$ cat config.mk
export PLATFORM = sky130hd
export DESIGN_NAME = snoop_fifo_arbiter
export DESIGN_NICKNAME = d
export VERILOG_FILES = /design/src/rtl/snoop_fifo_arbiter.sv
export SDC_FILE = /design/constraint.sdc
export NUM_CORES = 1
export LEC_CHECK = 0
export ABC_AREA = 1
export BUFFER_PORTS_ARGS = -buffer_cell sky130_fd_sc_hd__buf_2
export CORE_UTILIZATION = 46
export DETAILED_ROUTE_END_ITERATION = 8
export MAX_ROUTING_LAYER = met4
export PLACE_DENSITY = 0.79
export SYNTH_ARGS = -nofsm -noshare
export SYNTH_HDL_FRONTEND = slang
export SYNTH_SLANG_ARGS = --single-unit
$ cat constraint.sdc
create_clock -name clk -period 3.9 [get_ports clk]
set_input_delay 0.78 -clock clk [delete_from_list [all_inputs] [get_ports clk]]
set_output_delay 0.78 -clock clk [all_outputs]
set_load 0.005 [all_outputs]
$ cat src/rtl/snoop_fifo_arbiter.sv
// Round-robin per-record arbiter sharing one snoop FIFO write port.
// Optional statistics counters: define SNOOP_ARB_STATS_EN.
module snoop_fifo_arbiter #(
  parameter logic [7:0] IdleTimeout = 8'd32,
  parameter int         StartBit    = 68,
  parameter int         LastBit     = 65,
  parameter int         AbortBit    = 69
) (
  input  logic        clk,
  input  logic        sys_rst,
  input  logic [71:0] s0_din,
  input  logic        s0_valid,
  output logic        s0_ready,
  input  logic [71:0] s1_din,
  input  logic        s1_valid,
  output logic        s1_ready,
  input  logic        full,
  output logic [71:0] din,
  output logic        wr_en,
  output logic [1:0]  grant
`ifdef SNOOP_ARB_STATS_EN
  ,
  output logic [31:0] rec_cnt0,
  output logic [31:0] rec_cnt1,
  output logic [31:0] abort_cnt,
  output logic [31:0] resync_cnt
`endif
);

  typedef enum logic [1:0] {
    IDLE,
    XFER,
    ABORT,
    FLUSH
  } state_e;

  localparam logic [71:0] AbortWord =
    (72'd1 << AbortBit) | (72'd1 << LastBit);

  state_e      state_q, state_d;
  logic        owner_q, owner_d;
  logic        lw_q, lw_d;
  logic [7:0]  idle_q, idle_d;
  logic [71:0] din_q, din_d;
  logic        wr_q, wr_d;

  logic        elig0, elig1;
  logic        g_valid;
  logic [71:0] g_din;
  logic [7:0]  idle_inc;
  logic        rdy0, rdy1;
  logic        rec_done;
  logic        abort_go;
  logic [1:0]  resync;

  assign elig0    = s0_valid & s0_din[StartBit];
  assign elig1    = s1_valid & s1_din[StartBit];
  assign g_valid  = owner_q ? s1_valid : s0_valid;
  assign g_din    = owner_q ? s1_din : s0_din;
  assign idle_inc = (idle_q == 8'hFF) ? idle_q : idle_q + 8'd1;

  // Next-state, ready and write-data decode
  always_comb begin
    state_d  = state_q;
    owner_d  = owner_q;
    lw_d     = lw_q;
    idle_d   = idle_q;
    din_d    = din_q;
    wr_d     = 1'b0;
    rdy0     = 1'b0;
    rdy1     = 1'b0;
    rec_done = 1'b0;
    abort_go = 1'b0;
    resync   = 2'b00;
    unique case (state_q)
      IDLE: begin
        if (elig0 || elig1) begin
          state_d = XFER;
          idle_d  = 8'd0;
          owner_d = (elig0 && elig1) ? ~lw_q : elig1;
        end else begin
          // nothing eligible: any valid word is mid-record junk
          rdy0   = s0_valid;
          rdy1   = s1_valid;
          resync = {s1_valid, s0_valid};
        end
      end
      XFER: begin
        if (owner_q) rdy1 = ~full;
        else         rdy0 = ~full;
        if (g_valid && !full) begin
          din_d  = g_din;
          wr_d   = 1'b1;
          idle_d = 8'd0;
          if (g_din[LastBit]) begin
            lw_d     = owner_q;
            state_d  = IDLE;
            rec_done = 1'b1;
          end
        end else if (!g_valid) begin
          idle_d = idle_inc;
          if (idle_inc >= IdleTimeout) begin
            state_d  = ABORT;
            abort_go = 1'b1;
          end
        end
      end
      ABORT: begin
        if (!full) begin
          din_d   = AbortWord;
          wr_d    = 1'b1;
          state_d = FLUSH;
        end
      end
      FLUSH: begin
        // drain the stalled record without touching the FIFO
        if (owner_q) rdy1 = 1'b1;
        else         rdy0 = 1'b1;
        if (g_valid && g_din[LastBit]) begin
          lw_d    = owner_q;
          state_d = IDLE;
        end
      end
      default: state_d = IDLE;
    endcase
  end

  // Arbiter state and registered FIFO write port
  always_ff @(posedge clk or posedge sys_rst) begin
    if (sys_rst) begin
      state_q <= IDLE;
      owner_q <= 1'b0;
      lw_q    <= 1'b1;
      idle_q  <= 8'd0;
      din_q   <= 72'd0;
      wr_q    <= 1'b0;
    end else begin
      state_q <= state_d;
      owner_q <= owner_d;
      lw_q    <= lw_d;
      idle_q  <= idle_d;
      din_q   <= din_d;
      wr_q    <= wr_d;
    end
  end

  assign s0_ready = rdy0 & ~sys_rst;
  assign s1_ready = rdy1 & ~sys_rst;
  assign din      = din_q;
  assign wr_en    = wr_q;
  assign grant    = (state_q == IDLE) ? 2'b00 :
                    (owner_q ? 2'b10 : 2'b01);

`ifdef SNOOP_ARB_STATS_EN
  logic [31:0] rec0_q, rec1_q, abort_q, resync_q;

  // Record, abort and resync event counters
  always_ff @(posedge clk or posedge sys_rst) begin
    if (sys_rst) begin
      rec0_q   <= 32'd0;
      rec1_q   <= 32'd0;
      abort_q  <= 32'd0;
      resync_q <= 32'd0;
    end else begin
      if (rec_done && !owner_q) rec0_q <= rec0_q + 32'd1;
      if (rec_done && owner_q)  rec1_q <= rec1_q + 32'd1;
      if (abort_go) abort_q <= abort_q + 32'd1;
      resync_q <= resync_q + 32'(resync[0]) + 32'(resync[1]);
    end
  end

  assign rec_cnt0   = rec0_q;
  assign rec_cnt1   = rec1_q;
  assign abort_cnt  = abort_q;
  assign resync_cnt = resync_q;
`else
  logic unused_stats;
  assign unused_stats = ^{rec_done, abort_go, resync};
`endif

endmodule

Word level (Yosys, flattened, before mapping)
Cells that the tools add are included.
Widths: inputs -> output; s select.
{"block": "word_totals", "mem_bits_rw": 0, "latch_bits": 0, "word_cells": 77, "reg_bits": 85, "mem_count": 0, "mem_bits_ro": 0, "output_inout_bits": 77}
{"block": "classes", "add_sub_neg": 1, "n_shift": 0, "muxes": 36, "magnitude_cmp": 1, "bitwise": 7, "mul": 0, "reduce_logical": 14, "n_eq_ne": 12, "div_mod_pow": 0}
{"op": "$mux 72", "n": 3}
{"op": "$pmux 72 s2", "n": 1}
{"op": "$mux 8", "n": 4}
{"op": "$mux 2", "n": 9}
{"op": "$pmux 8 s2", "n": 1}
{"op": "$mux 1", "n": 13}
{"op": "$ne 2x2->1 const B", "n": 5}
{"op": "$ne 3x3->1 const B", "n": 3}
{"op": "$add 8x1->8 const B", "n": 1}
{"op": "$eq 8x8->1 const B", "n": 1}
{"op": "$ge 8x6->1 const B", "n": 1}
{"op": "$pmux 2 s4", "n": 1}
{"op": "$pmux 1 s3", "n": 2}
{"op": "$reduce_and 3->1", "n": 2}
{"op": "$reduce_and 6->1", "n": 1}
{"op": "$reduce_bool 2->1", "n": 3}
{"op": "$and 1x1->1", "n": 4}
{"op": "$eq 2x2->1 const B", "n": 2}
{"op": "$pmux 1 s2", "n": 2}
{"op": "$reduce_and 4->1", "n": 1}
{"op": "$logic_and 1x1->1", "n": 3}
{"op": "$not 1->1", "n": 3}
{"op": "$eq 2x1->1 const B", "n": 1}
{"op": "$logic_not 2->1", "n": 1}
{"op": "3 further kinds", "n": 3}

Longest topological paths before layout
Gate-level depths: netlist (run 1).
{"block": "logic_depth", "word_depth": 7, "depth_mapped": 12, "mapped_depth_nobuf": 10}

Worst setup path before layout (run 1)
Ideal clock, no wire load.
{"block": "synth_path", "path_type": "register to output", "startpoint": "register state_q[0]", "endpoint": "output s0_ready", "required_time_ps": 3120, "t_arrival_ps": 1428, "n_path_buf": 2, "setup_slack_ps": 1692, "stages_incl_launch_ff": 8, "path_cell_list": "dfrtp_1 > inv_1 > ha_1 > clkbuf_1 > clkbuf_1 > inv_1 > nand2_1 > nor2_1"}
{"block": "synth_between", "elab_chain_len": 3, "elab_cells_between_ends": 5, "cone_classes": "2 x eq/ne; 1 x mux; 1 x bitwise; 1 x reduce/logical"}
{"item": "from (decl)", "line_no": "40", "text": "state_e state_q, state_d;"}
{"item": "from (signal assigned)", "line_no": "138", "text": "state_q <= state_d;"}
{"item": "$eq 2x2->1 (tied with other cells)", "line_no": "75", "text": "unique case (state_q)"}
{"item": "$pmux 1 s3 *", "line_no": "75"}
{"item": "$and 1x1->1 *", "line_no": "147", "text": "assign s0_ready = rdy0 & ~sys_rst;"}
{"item": "to (decl)", "line_no": "13", "text": "output logic s0_ready,"}
Mark *: on every way between the ends. The rest lies on a longest branch, timed or not.

Worst setup path in the final report (run 1)
{"block": "layout_path", "startpoint": "register owner_q", "endpoint": "output s1_ready"}
{"block": "layout_between", "elab_chain_len": 3, "elab_cells_between_ends": 4, "cone_classes": "3 x mux; 1 x bitwise"}
{"item": "from (decl)", "line_no": "41", "text": "logic owner_q, owner_d;"}
{"item": "from (signal assigned)", "line_no": "139", "text": "owner_q <= owner_d;"}
{"item": "$mux 1, on equally long branches", "line_no": "117, 89"}
{"item": "$pmux 1 s3 *", "line_no": "75"}
{"item": "$and 1x1->1 *", "line_no": "148", "text": "assign s1_ready = rdy1 & ~sys_rst;"}
{"item": "to (decl)", "line_no": "16", "text": "output logic s1_ready,"}
Marks and branches as above.

==> results of run 1 <==
-- worst max-delay path by stage --
stage	slack, ns	end	from
final	0.97	s1_ready	owner_q
after global routing	0.76	s1_ready	owner_q
after CTS	0.93	s1_ready	owner_q
after detailed placement	1.32	s1_ready	owner_q
after global placement	1.36	s1_ready	owner_q
after floorplan	0.93	async pin	sys_rst
-- logic make-up (layout without fill, tap and decap cells) --
group / Yosys count / in the layout / share of synthesized area, %
AO/OA/AOI/OAI: 168 / 168 / 19.2
XOR/XNOR: 2 / 2 / 0.388
adder cells (fa/ha/maj): 5 / 5 / 1.38
buffers and inverters: 60 / 267 / 6.40
flip-flops: 85 / 85 / 47.1
AND/OR/NAND/NOR: 294 / 294 / 25.5
-- sequential cells by signal (all words and copies together), names as in the netlist, named ones only --
signal	cells
din	72
idle_q	8
lw_q	1
owner_q	1
state_q	1
wr_en	1
-- per-stage QoR --
| step | instance area [um^2] | setup slack, ns | total power, mW | hold WS [ns] | cells |
|---|---|---|---|---|---|
| 6_report | 5920 | 0.970 | 4.54 | 0.504 | 950 |
| 5_1_grt | 5920 | 0.758 | 4.99 | 0.549 | 950 |
| 2_1_floorplan | 4520 | 0.928 | 3.03 | 0.490 | 614 |
| 4_1_cts | 5920 | 0.930 | 4.59 | 0.515 | 950 |
| 3_5_place_dp | 5650 | 1.32 | 3.76 | 0.513 | 934 |
| 3_3_place_gp | 5650 | 1.36 | 3.68 | 0.503 | 934 |
-- synth_stat cells (all sizes together) (3+ instances only) --
master / count / area (um^2)
inv: 19 / 71.3
dfrtp: 84 / 2100
a21oi: 75 / 375
a31oi: 3 / 18.8
ha: 5 / 62.6
clkbuf: 14 / 52.6
o22ai: 3 / 18.8
nand3: 14 / 70.1
nand2: 45 / 176
nor2: 232 / 888
buf: 27 / 165
o21ai: 85 / 440
-- where the power goes --
part | internal [mW] | switching [mW]
clock network | 0.492 | 0.324
logic | 0.878 | 1.28
registers | 1.30 | 0.268
-- per-layer routing --
metal | share of wire (%) | routed length [um] | up-vias
li1 | - | - | 2407
met1 | 42 | 5170 | 2137
met2 | 51 | 6280 | 143
met3 | 5.0 | 611 | 23
met4 | 1.9 | 228 | 0
met5 | 0 | 0 | -
-- layout make-up --
type | count | area share, %
clock inverter | 6 | 2.26
inverter | 19 | 1.23
clock buffer | 10 | 2.16
timing repair buffer | 232 | 19.9
tap | 129 | 2.73
sequential | 85 | 36.0
multi-input combinational | 469 | 35.7
==> key figures, run 1 <==
Global routing
  – Gr ovfl total: 0
  – GRT busiest layer: met2
  – First-pass GRT wire length: approximately 19000 um
  – GR Util met2: a little over two fifths
  – Total track usage: roughly 25%
  – M1 GR Usage: between 20 and 30%
  – Met3 Use GR: between 4 and 5%
  – Initial antenna violation count: 0
  – Pin count of the biggest net entering global routing: 74
  – Vias in the first global route: about 4300

Timing
  – Final Slew Violations: 0
  – Max Clk Rate: roughly 340 MHz
  – Clk_skew: around 0.0085 ns
  – Final setup viols: 0
  – Final period util: 75.1%
  – RSZ-0062 raised after global routing: false
  – Worst-Margin Slew: 0.748 ns
  – Fin crit period: about 3 ns
  – Final Hold Viols: 0
  – Setup TNS: 0 ns
  – Max-slew headroom: 50.1%

Die
  – Initial Utilization: 48.2%
  – DIE HEIGHT: between 100 and 150 um
  – Rows: 35
  – Die area: 0.0102 mm^2
  – Core Region: 0.00937 mm^2
  – Boundary Pins: between 200 and 250
  – Die extent in x: slightly above 100 um

Worst setup path
  – WP buf/inv: 2
  – CP Class: flip-flop to primary output
  – Critical path's largest stage delay: approximately 0.8 ns
  – Worst Path Arrival: between 2 and 2.5 ns
  – Setup crit start kind: flip-flop
  – Worst setup EP type: primary output
  – CP Cell Sequence: inv_2 -> o21ai_0 -> nand2_1 -> nor2_1 -> buf_2
  – Origin of the critical flop-to-flop path: owner_q
  – Reg-to-reg critical path endpoint: state_q[0]
  – WP depth: 5
  – CP max FO: 39
  – Reg2reg path depth: 11
  – CP required: 3.12 ns
  – Family with the most delay on the worst path: flip-flops
  – Slowest stage cell, crit path: dfrtp_2
  – Flop-to-flop setup slack: about 1.5 ns

Cells and area
  – Commonest non-fill, non-tap cell in the layout: nor2_1
  – Commonest non-fill, non-tap cells in the layout: nor2_1, buf_2, dfrtp_1, o21ai_0, a21oi_1
  – Share of cells above drive strength 1: approximately 32%
  – Area Growth Syn to Fin: 30.9%
  – Register Area: between 0.002 and 0.0025 mm^2
  – ANT cells: 0
  – Filler Cells Inserted: slightly below 900
  – Multi-input logic area: roughly 0.0021 mm^2
  – Nets: between 900 and 1000
  – Core Util, Final: roughly 63%

Synthesis
  – Syn nets: roughly 770
  – Ys Warns: 0
  – Mapped cell area: roughly 0.0045 mm^2
  – Ys async rst share: 100%
  – Netlist cell types: 28
  – Post-synthesis register bit count: 85
  – Synthesized netlist cell count: between 600 and 700
  – Post-synth EDFFs: 0
  – Mean cell area of the mapped netlist: 7.36 um^2
  – Post-synthesis sequential area ratio: roughly 47%
  – Most used DFF post-synth: dfrtp_1

Clock network
  – Root Buffer: clkbuf_8
  – CTS Buffer Depth: 2
  – Post-CTS Hold Buffers: 0
  – Skew-Pair Late Insertion Delay: 0.36 ns
  – H-Tree Depth: 3
  – CTS Sinks: 85
  – CTS Buf Count: 9
  – Post-CTS Setup Bufs: 0
  – CTS tree: done
  – Worst-path clk slew: 0.08 ns
  – Post-CTS resize count: 0

Power and ir drop
  – Leakage: approximately 2.9 nW
  – Pwr Density: roughly 770 mW/mm^2
  – Peak supply drop: 0.000381 V

Routing
  – DR pass1 iterations: 4
  – # DRC: 0
  – Final WL: between 10000 and 15000 um
  – DR vias/cell: 4.96
  – Vias: 4710
  – Avg WL per Cell: 12.9 um
  – Routed Antenna Nets: 0
  – First DRT Iteration DRCs: roughly 210

Status
  – Status: complete, no violations

Placed design
  – Port-buffer cells: 225
  – Placer Congestion: around 0.87
  – Hpwl dp: between 8000 and 9000 um

Flow run
  – Maxcap violations: 0

Worst hold path
  – Hold/Removal Path Class: input pin to async pin
Power figures use the tool's default switching activity.
==> run 2: changes to the inputs <==
ABC_AREA = 0   (was 1)
PLACE_DENSITY = 0.8   (was 0.79)
clock period = 2.99 ns   (was 3.9 ns; I/O delays follow)
==> key figures, run 2 <==
Worst setup path
  – Origin of the critical flop-to-flop path: owner_q
  – CP Cell Sequence: inv_1 -> ha_1 -> and2_1 -> nand2_1 -> a211oi_1 -> buf_2
  – CP max FO: 8
  – Worst Path Arrival: around 1.9 ns
  – Critical path's largest stage delay: 0.42 ns
  – Reg-to-reg critical path endpoint: din[69]
  – Family with the most delay on the worst path: flip-flops
  – CP required: ~2.4 ns
  – Reg2reg path depth: 4
  – Setup crit start: state_q[0]
  – Slowest stage cell, crit path: dfrtp_1
  – CP Class: flip-flop to primary output
  – Setup crit start kind: flip-flop
  – Flop-to-flop setup slack: slightly below 0.7 ns
  – Worst setup EP type: primary output
  – WP buf/inv: 2

Global routing
  – Gr ovfl total: 0
  – First-pass GRT wire length: 17800 um
  – Vias in the first global route: about 3800
  – Total track usage: a little under a quarter
  – Initial antenna violation count: 0
  – Pin count of the biggest net entering global routing: between 80 and 90

Die
  – Rows: 35
  – Die area: 0.0101 mm^2
  – Initial Utilization: a little under half
  – Die extent in x: a little over 100 um
  – Boundary Pins: 226
  – Core Region: approximately 0.0093 mm^2
  – DIE HEIGHT: between 100 and 150 um

Power and ir drop
  – Pwr Density: between 900 and 1000 mW/mm^2
  – Net Sw Frac: between 30% and 40%
  – Overall Power: approximately 5.4 mW
  – Leakage: around 3.1 nW
  – Sequential Power Share: a little under two fifths
  – Switching pwr: around 2.1 mW
  – Pint: around 3.2 mW
  – Clk pwr share: 15.2%
  – Comb power frac: 47.4%
  – Peak supply drop: approximately 0.0007 V

Timing
  – Fin crit period: about 2.5 ns
  – Slack of the critical path: 0.448 ns
  – Worst-Margin Slew: about 0.66 ns
  – Final Slew Violations: 0
  – Final Hold Viols: 0
  – Setup TNS: 0 ns
  – Final setup viols: 0
  – Max-slew headroom: 56.0%
  – Clk_skew: 0.00896 ns
  – Final period util: ~85%
  – RSZ-0062 raised after global routing: false
  – Max Clk Rate: between 300 and 400 MHz

Synthesis
  – Share of the synthesized area in the top cell type: ~47%
  – Post-synthesis sequential area ratio: 47.6%
  – Ys Warns: 0
  – Synthesized netlist cell count: 425
  – Post-synth EDFFs: 0
  – Ys async rst share: between 90% and 100%
  – Netlist cell types: 47
  – Syn nets: 579
  – Most used DFF post-synth: dfrtp_1
  – Post-synth top cells: dfrtp_1, nand2_1, mux2i_1, o31ai_1, clkbuf_1
  – Count leader, synth: dfrtp_1
  – Synth area leaders: dfrtp_1, mux2i_1, o31ai_1
  – Mean cell area of the mapped netlist: between 10 and 15 um^2
  – Mapped cell area: ~0.0045 mm^2
  – Yosys top cell by area: dfrtp_1
  – Post-synthesis register bit count: 85

Routing
  – Routed Antenna Nets: 0
  – # DRC: 0
  – DR vias/cell: about 5.2
  – First DRT Iteration DRCs: 145
  – Final WL: 11400 um
  – Vias: ~4000
  – Avg WL per Cell: 14.8 um
  – DR pass1 iterations: 4

Cells and area
  – Max reg flops: 72
  – Share of cells above drive strength 1: 41.7%
  – Core Util, Final: a little over three fifths
  – Commonest non-fill, non-tap cells in the layout: buf_2, dfrtp_1, nand2_1, mux2i_1, o31ai_1
  – Register Area: approximately 0.0021 mm^2
  – Area Growth Syn to Fin: 31.1%
  – Fin cells: between 700 and 800
  – Commonest non-fill, non-tap cell in the layout: buf_2
  – Multi-input logic area: between 0.002 and 0.0025 mm^2
  – Nets: 787
  – Filler Cells Inserted: 796
  – ANT cells: 0

Clock network
  – CTS Buf Count: 9
  – CTS tree: done
  – Post-CTS Setup Bufs: 0
  – Root Buffer: clkbuf_8
  – Skew-Pair Late Insertion Delay: about 0.35 ns
  – CTS Buffer Depth: 2
  – Post-CTS Hold Buffers: 0
  – CTS Sinks: 85
  – H-Tree Depth: 3
  – Worst-path clk slew: 0.08 ns
  – Post-CTS resize count: 0

Status
  – Status: complete, no violations

Flow run
  – Maxcap violations: 0

Placed design
  – Port-buffer cells: ~230
  – Worst slack at placement: just under 0.7 ns
  – Placer Congestion: around 0.90
  – Placed cells: 751
  – Hpwl dp: 8720 um

Worst hold path
  – Hold/Removal Path Class: input pin to async pin
run 2: changes by cell type after synthesis, moves of 4 or more:
cell / previous run / this run
nor2_1: 229 / 10
mux2i_1: 0 / 74
o31ai_1: 0 / 71
o21ai_0: 76 / 6
a21oi_1: 75 / 7
nand2_1: 42 / 80
nand3_1: 14 / 3
inv_1: 16 / 8
o21ai_1: 7 / 0
buf_2: 15 / 9
nor3_1: 0 / 4
run 2: power by group through the flow:
stage | Sequential, mW | Combinational [mW] | Clock (mW)
final | 2.00 | 2.54 | 0.816
after global routing | 2.07 | 2.80 | 0.902
after CTS | 2.01 | 2.56 | 0.842
after detailed placement | 2.03 | 2.56 | 0
after global placement | 2.00 | 2.48 | 0
after floorplan | 1.93 | 1.77 | 0
run 2: kinds of logic after synthesis:
logic type	share of synthesized area (%)
xor+xnor	0.588
flops	47.6
buf+inv	4.70
mux	17.4
compound gates	17.0
fa+ha+maj	1.40
simple gates	11.4
run 2: metrics by stage:
step | cell area (um^2) | hold slack, ns
detailed placement | 5660 | 0.460
global route | 5860 | 0.344
global placement | 5660 | 0.456
finish | 5860 | 0.314
floorplan | 4470 | 0.471
CTS | 5860 | 0.314
run 2: final cells by class:
type / count / share of cell area, %
inverter: 8 / 0.533
tap: 129 / 2.75
clock inverter: 5 / 1.00
sequential: 85 / 36.4
timing repair buffer: 231 / 20.4
multi-input combinational: 298 / 36.5
clock buffer: 11 / 2.41
run 2: worst max-delay path by stage:
stage	endpoint	cells past startpoint
after global routing	s1_ready	6
after global placement	s1_ready	6
after detailed placement	din[69]	4
final	s1_ready	6
after CTS	s1_ready	6
after floorplan	async pin	1
run 2: routing by layer:
metal  GRT usage, %  vias to the layer above  routed length, um
met1           25.9                     1867               4590
li1               -                     1953                  -
met2           40.7                      139               6020
met4           8.81                        0                178
met5              -                        -                  0
met3           4.85                       22                591
